### config.mk
export PLATFORM = sky130hd
export DESIGN_NAME = ram_scan_reader
export DESIGN_NICKNAME = d
export VERILOG_FILES = /design/src/rtl/ram_scan_reader.sv
export SDC_FILE = /design/constraint.sdc
export NUM_CORES = 1
export LEC_CHECK = 0
export BUFFER_PORTS_ARGS = -buffer_cell sky130_fd_sc_hd__buf_2
export CAP_MARGIN = 20
export CORE_ASPECT_RATIO = 1.4
export CORE_MARGIN = 3
export CORE_UTILIZATION = 55
export CTS_BUF_LIST = sky130_fd_sc_hd__clkbuf_4 sky130_fd_sc_hd__clkbuf_8
export DETAILED_ROUTE_END_ITERATION = 10
export PLACE_DENSITY_LB_ADDON = 0.12
export SYNTH_ARGS = -nofsm -noshare
export SYNTH_HDL_FRONTEND = slang
export SYNTH_SLANG_ARGS = --single-unit
### constraint.sdc
create_clock -name clk -period 4.25 [get_ports clk]
set_input_delay 0 -clock clk [delete_from_list [all_inputs] [get_ports clk]]
set_output_delay 0 -clock clk [all_outputs]
set_load 0.03 [all_outputs]
### src/rtl/ram_scan_reader.sv
// ram_scan_reader
// ---------------------------------------------------------------------------
// Read-side controller for the single-port display RAM. Walks the inclusive
// address range [first_addr .. last_addr] (wrapping through 0 when
// first_addr > last_addr), issues one read per address, waits out the RAM
// read latency, then presents each {address, data} pair to the display
// driver on a valid/ready port. This block never writes the RAM.
//
// Parameters
//   AW      address width (RAM depth 2**AW)
//   DW      data width
//   RD_LAT  RAM read latency in clocks, 0..7 (0 = combinational mem_dout)
//
// Ports
//   clk         system clock
//   reset_n     synchronous, active-low reset
//   start       begin a scan; only looked at while idle
//   abort       stop the scan at once; beats every other input except reset
//   loop        1 = restart at first_addr after last_addr (sampled at wrap)
//   first_addr  first address of the range, latched when start is accepted
//   last_addr   last address of the range, latched when start is accepted
//   mem_addr    registered RAM read address
//   mem_dout    RAM read data
//   out_valid   out_addr/out_data hold a captured word
//   out_ready   consumer ready
//   out_addr    address of the presented word
//   out_data    presented word
//   busy        1 whenever a scan is in progress
//   done        one-cycle pulse after the last word of a non-looping scan
//   dbg_state   current FSM state (0 idle, 1 wait, 2 hold)
//
// Output handshake: a word transfers on a rising clk edge where out_valid
// and out_ready are both 1. Once out_valid is 1, out_addr and out_data stay
// constant until that transfer edge (or abort / reset). out_valid never
// depends combinationally on out_ready.
// ---------------------------------------------------------------------------
module ram_scan_reader #(
    parameter int AW     = 8,
    parameter int DW     = 16,
    parameter int RD_LAT = 1
) (
    input  logic          clk,
    input  logic          reset_n,
    input  logic          start,
    input  logic          abort,
    input  logic          loop,
    input  logic [AW-1:0] first_addr,
    input  logic [AW-1:0] last_addr,
    output logic [AW-1:0] mem_addr,
    input  logic [DW-1:0] mem_dout,
    output logic          out_valid,
    input  logic          out_ready,
    output logic [AW-1:0] out_addr,
    output logic [DW-1:0] out_data,
    output logic          busy,
    output logic          done,
    output logic [1:0]    dbg_state
);

    typedef enum logic [1:0] {
        S_IDLE = 2'd0,
        S_WAIT = 2'd1,
        S_HOLD = 2'd2
    } state_t;

    // Wait counter reload value. The WAIT state lasts RD_LAT+1 cycles: the
    // counter starts at RD_LAT and the capture happens on the edge where it
    // reads zero.
    localparam logic [2:0] LAT_INIT = 3'(RD_LAT);

    state_t        state_q, state_d;
    logic [AW-1:0] cur_q, cur_d;
    logic [AW-1:0] first_q, first_d;
    logic [AW-1:0] last_q, last_d;
    logic [2:0]    cnt_q, cnt_d;
    logic [AW-1:0] mem_addr_q, mem_addr_d;
    logic [AW-1:0] out_addr_q, out_addr_d;
    logic [DW-1:0] out_data_q, out_data_d;
    logic          out_valid_q, out_valid_d;
    logic          done_q, done_d;
    logic [AW-1:0] cur_inc;

    // Natural AW-bit wrap gives the 255 -> 0 step for ranges crossing zero.
    assign cur_inc = cur_q + AW'(1);

    // -----------------------------------------------------------------------
    // State and datapath registers
    // -----------------------------------------------------------------------
    always_ff @(posedge clk) begin
        if (!reset_n) begin
            state_q     <= S_IDLE;
            cur_q       <= '0;
            first_q     <= '0;
            last_q      <= '0;
            cnt_q       <= '0;
            mem_addr_q  <= '0;
            out_addr_q  <= '0;
            out_data_q  <= '0;
            out_valid_q <= 1'b0;
            done_q      <= 1'b0;
        end else begin
            state_q     <= state_d;
            cur_q       <= cur_d;
            first_q     <= first_d;
            last_q      <= last_d;
            cnt_q       <= cnt_d;
            mem_addr_q  <= mem_addr_d;
            out_addr_q  <= out_addr_d;
            out_data_q  <= out_data_d;
            out_valid_q <= out_valid_d;
            done_q      <= done_d;
        end
    end

    // -----------------------------------------------------------------------
    // Next-state and next-datapath logic
    // -----------------------------------------------------------------------
    always_comb begin
        state_d     = state_q;
        cur_d       = cur_q;
        first_d     = first_q;
        last_d      = last_q;
        cnt_d       = cnt_q;
        mem_addr_d  = mem_addr_q;
        out_addr_d  = out_addr_q;
        out_data_d  = out_data_q;
        out_valid_d = out_valid_q;
        done_d      = 1'b0;     // done is a single-cycle pulse

        if (abort) begin
            // Abort drops the presented word but leaves the address and data
            // registers alone so the display keeps showing the last word.
            state_d     = S_IDLE;
            out_valid_d = 1'b0;
        end else begin
            unique case (state_q)
                S_IDLE: begin
                    if (start) begin
                        first_d    = first_addr;
                        last_d     = last_addr;
                        cur_d      = first_addr;
                        mem_addr_d = first_addr;
                        cnt_d      = LAT_INIT;
                        state_d    = S_WAIT;
                    end
                end

                S_WAIT: begin
                    if (cnt_q == 3'd0) begin
                        out_data_d  = mem_dout;
                        out_addr_d  = cur_q;
                        out_valid_d = 1'b1;
                        state_d     = S_HOLD;
                    end else begin
                        cnt_d = cnt_q - 3'd1;
                    end
                end

                S_HOLD: begin
                    if (out_ready) begin
                        out_valid_d = 1'b0;
                        if (cur_q != last_q) begin
                            cur_d      = cur_inc;
                            mem_addr_d = cur_inc;
                            cnt_d      = LAT_INIT;
                            state_d    = S_WAIT;
                        end else if (loop) begin
                            cur_d      = first_q;
                            mem_addr_d = first_q;
                            cnt_d      = LAT_INIT;
                            state_d    = S_WAIT;
                        end else begin
                            done_d  = 1'b1;
                            state_d = S_IDLE;
                        end
                    end
                end

                default: begin
                    state_d     = S_IDLE;
                    out_valid_d = 1'b0;
                end
            endcase
        end
    end

    assign mem_addr  = mem_addr_q;
    assign out_valid = out_valid_q;
    assign out_addr  = out_addr_q;
    assign out_data  = out_data_q;
    assign busy      = (state_q != S_IDLE);
    assign done      = done_q;
    assign dbg_state = state_q;

endmodule

==> qor.csv <==
metric,value,unit
p_int,855.7,uW
overflow,0,
clock-sinks,55,
worstPathCellList,"xnor2_4, nand4_2, nor4_1, dlygate4sd3_1",
tns,0,ns
critPathMaxStageDelay,0.61,ns
path_max_fanout,15,
viasPerCell,5.518,
synth_common_cells,"nand2_1, dfxtp_1, a21oi_1",
antenna_left,0,
drive_gt1_share,22.85,%
ys_async_sr_fraction,0,%
drc,0,
fin_area,0.003357,mm^2
die_area,0.005525,mm^2
postCtsHoldBufs,35,
maxCapViolations,0,
cts_tree,done,
start_util,58.99,%
crit_family,simple AND/OR/NAND/NOR gates,
cp-startpoint,mem_addr[0],
synth_top_family_by_area,simple AND/OR/NAND/NOR gates,
grt_start_max_net_pins,35,
grt_use_total,24.97,%
cts-resized-gates,0,
vias,2577,
grt_pass1_vias,2410,
wire_per_inst,14.75,um
yosysTopAreaCellShare,42.97,%
ios,75,
period_needed,2.157,ns
root_buffer,clkbuf_8,
cp_slowest_cell,dlygate4sd3_1,
pwr-share-clk,34.8,%
p_leak,0.001325,uW
yosys.cell_types.count,46,
postPlaceCellArea,0.002870,mm^2
worst-path-buf-inv,1,
synth.area.top_cells,"dfxtp_1, nand2_1, a21oi_1",
postCtsSetupBuffers,0,
synthMuxAreaShare,0.4395,%
hold_viol_final,0,
diodes,0,
yosys_warnings,0,
area_delta_synth_final,31.01,%
critPathLaunchType,register,
syn_area,0.002562,mm^2
cts.htree.levels,2,
syn-num-nets,353,
status,completed,
hold_path_class,in -> reg,
swShare,27.21,%
comb_power_share,17.7,%
holdWs,0.01153,ns
insertion_delay,0.31,ns
worstMarginPinSlew,1.028,ns
clk_path_buf_depth,2,
gp_congestion,0.8752,
cp-end-kind,register,
routed_wl,6887,um
switchingPower,319.9,uW
synth_fa_ha_area_share,1.465,%
ys_ff_latch,55,
path_class,reg -> reg,
setup_viol,0,
period_share,50.74,%
required,4.50,ns
dieWidth,63.69,um
synth_top_cell_by_area,dfxtp_1,
cts_buffers,5,
maxSlewViolCount,0,
synth_xor_xnor_area_share,5.078,%
rsz0062_at_grt,false,
power.density,350.2,mW/mm^2
postSynthCellCount,312,
synth_compound_area_share,19.09,%
portBuffers,74,
synth_area_per_cell,8.213,um^2
fmax,0.4637,GHz
coreArea,0.004344,mm^2
total_power,1176,uW
firstDrtPassIters,6,
synth-main-ff-cell,dfxtp_1,
relSlewSlack,31.16,%
synthSimpleGateAreaFrac,24.71,%
sequentialPowerShare,47.6,%
initialDrtViolationCount,170,
peakVddDrop,0.0002429,V
detailed_place_hpwl,4282,um
yosysSeqAreaShare,42.97,%
rr_startpoint,mem_addr[0],
hp-start,reset_n,
yosysMostFrequentCell,nand2_1,
antenna_found_initial,0,
fin_nets,447,
die_h,86.76,um
rows,28,
r2r_slack,2.09,ns
cp_data_arrival_time,2.41,ns
clk_pin_slew,0.10,ns
grt_pass1_wl,11060,um
synth_edf_count,0,
skew,0.004276,ns
==> layout make-up <==
type                       count  area, um^2
timing repair buffer         110       728.2
tap                           60       75.07
clock buffer                   5       68.82
fill                         350       987.2
sequential                    55        1101
clock inverter                 3       67.56
inverter                       4       15.01
multi-input combinational    230        1301
==> metal layers <==
metal  global-route usage (%)  vias up  wire [um]
met5                        0        -          0
met4                    9.037        0        165
met3                    3.891       15        353
met2                    45.25       91       3573
met1                    29.56     1204       2794
li1                         -     1267          -
==> metrics by stage <==
step,util [%],cells,setup WS [ns]
global placement,66.07,424,2.268
global route,77.28,467,1.946
floorplan,-,312,2.322
finish,77.28,467,2.093
detailed placement,66.07,424,2.195
CTS,77.28,467,2.176
==> layout by cell type, fill, tap and decap left out, types with 2 or more instances in the layout <==
master / Yosys / routed
o22ai_1: 2 / 2
dlygate4sd3_1: 0 / 35
o21ai_0: 10 / 10
inv_1: 4 / 4
buf_2: 4 / 74
o211ai_1: 3 / 3
o311ai_0: 6 / 6
nand3_1: 4 / 4
xor2_1: 2 / 2
ha_1: 3 / 3
xnor2_1: 6 / 6
a21oi_1: 52 / 52
dfxtp_1: 55 / 55
clkbuf_8: 1 / 5
nor2b_1: 2 / 2
nand4_2: 2 / 2
nand4b_1: 3 / 3
o2111ai_1: 2 / 2
or3_1: 3 / 3
nand2_1: 95 / 95
nor3_1: 3 / 3
bufinv_16: 0 / 2
nand2b_1: 3 / 3
xnor2_2: 2 / 2
a311oi_1: 7 / 7
nor2_1: 3 / 3
==> state kept, by name (all words and copies together), names as in the netlist <==
name	count
last_q	8
mem_addr	8
out_data	16
out_valid	1
done	1
out_addr	8
first_q	8
cnt_q	3
dbg_state	2
==> path summary, 6_finish.rpt <==
| kind | to | cells after the start |
|---|---|---|
| max | done | 4 |
| min | mem_addr[1] | 3 |
| max reg2reg | done | 4 |
| min reg2reg | out_data[4] | 2 |
==> cells by family (layout without fill, tap and decap cells) <==
group | Yosys count | after routing
mux | 1 | 1
buf+inv | 27 | 122
simple gates | 131 | 131
compound gates | 84 | 84
fa+ha+maj | 3 | 3
xor+xnor | 11 | 11
flops | 55 | 55
==> power by group through the flow <==
stage,Combinational [uW],Sequential (uW),Clock [uW]
floorplan,121,582,0
global placement,176,570,0
detailed placement,180,571,0
CTS,205,559,412
global route,227,562,428
finish,208,559,409
==> worst min-delay path: stages <==
cell and delay (ns):
buf_2 0.14, nand2_1 0.07, o22ai_1 0.07
Note: power is estimated with default switching activity, not from simulation.
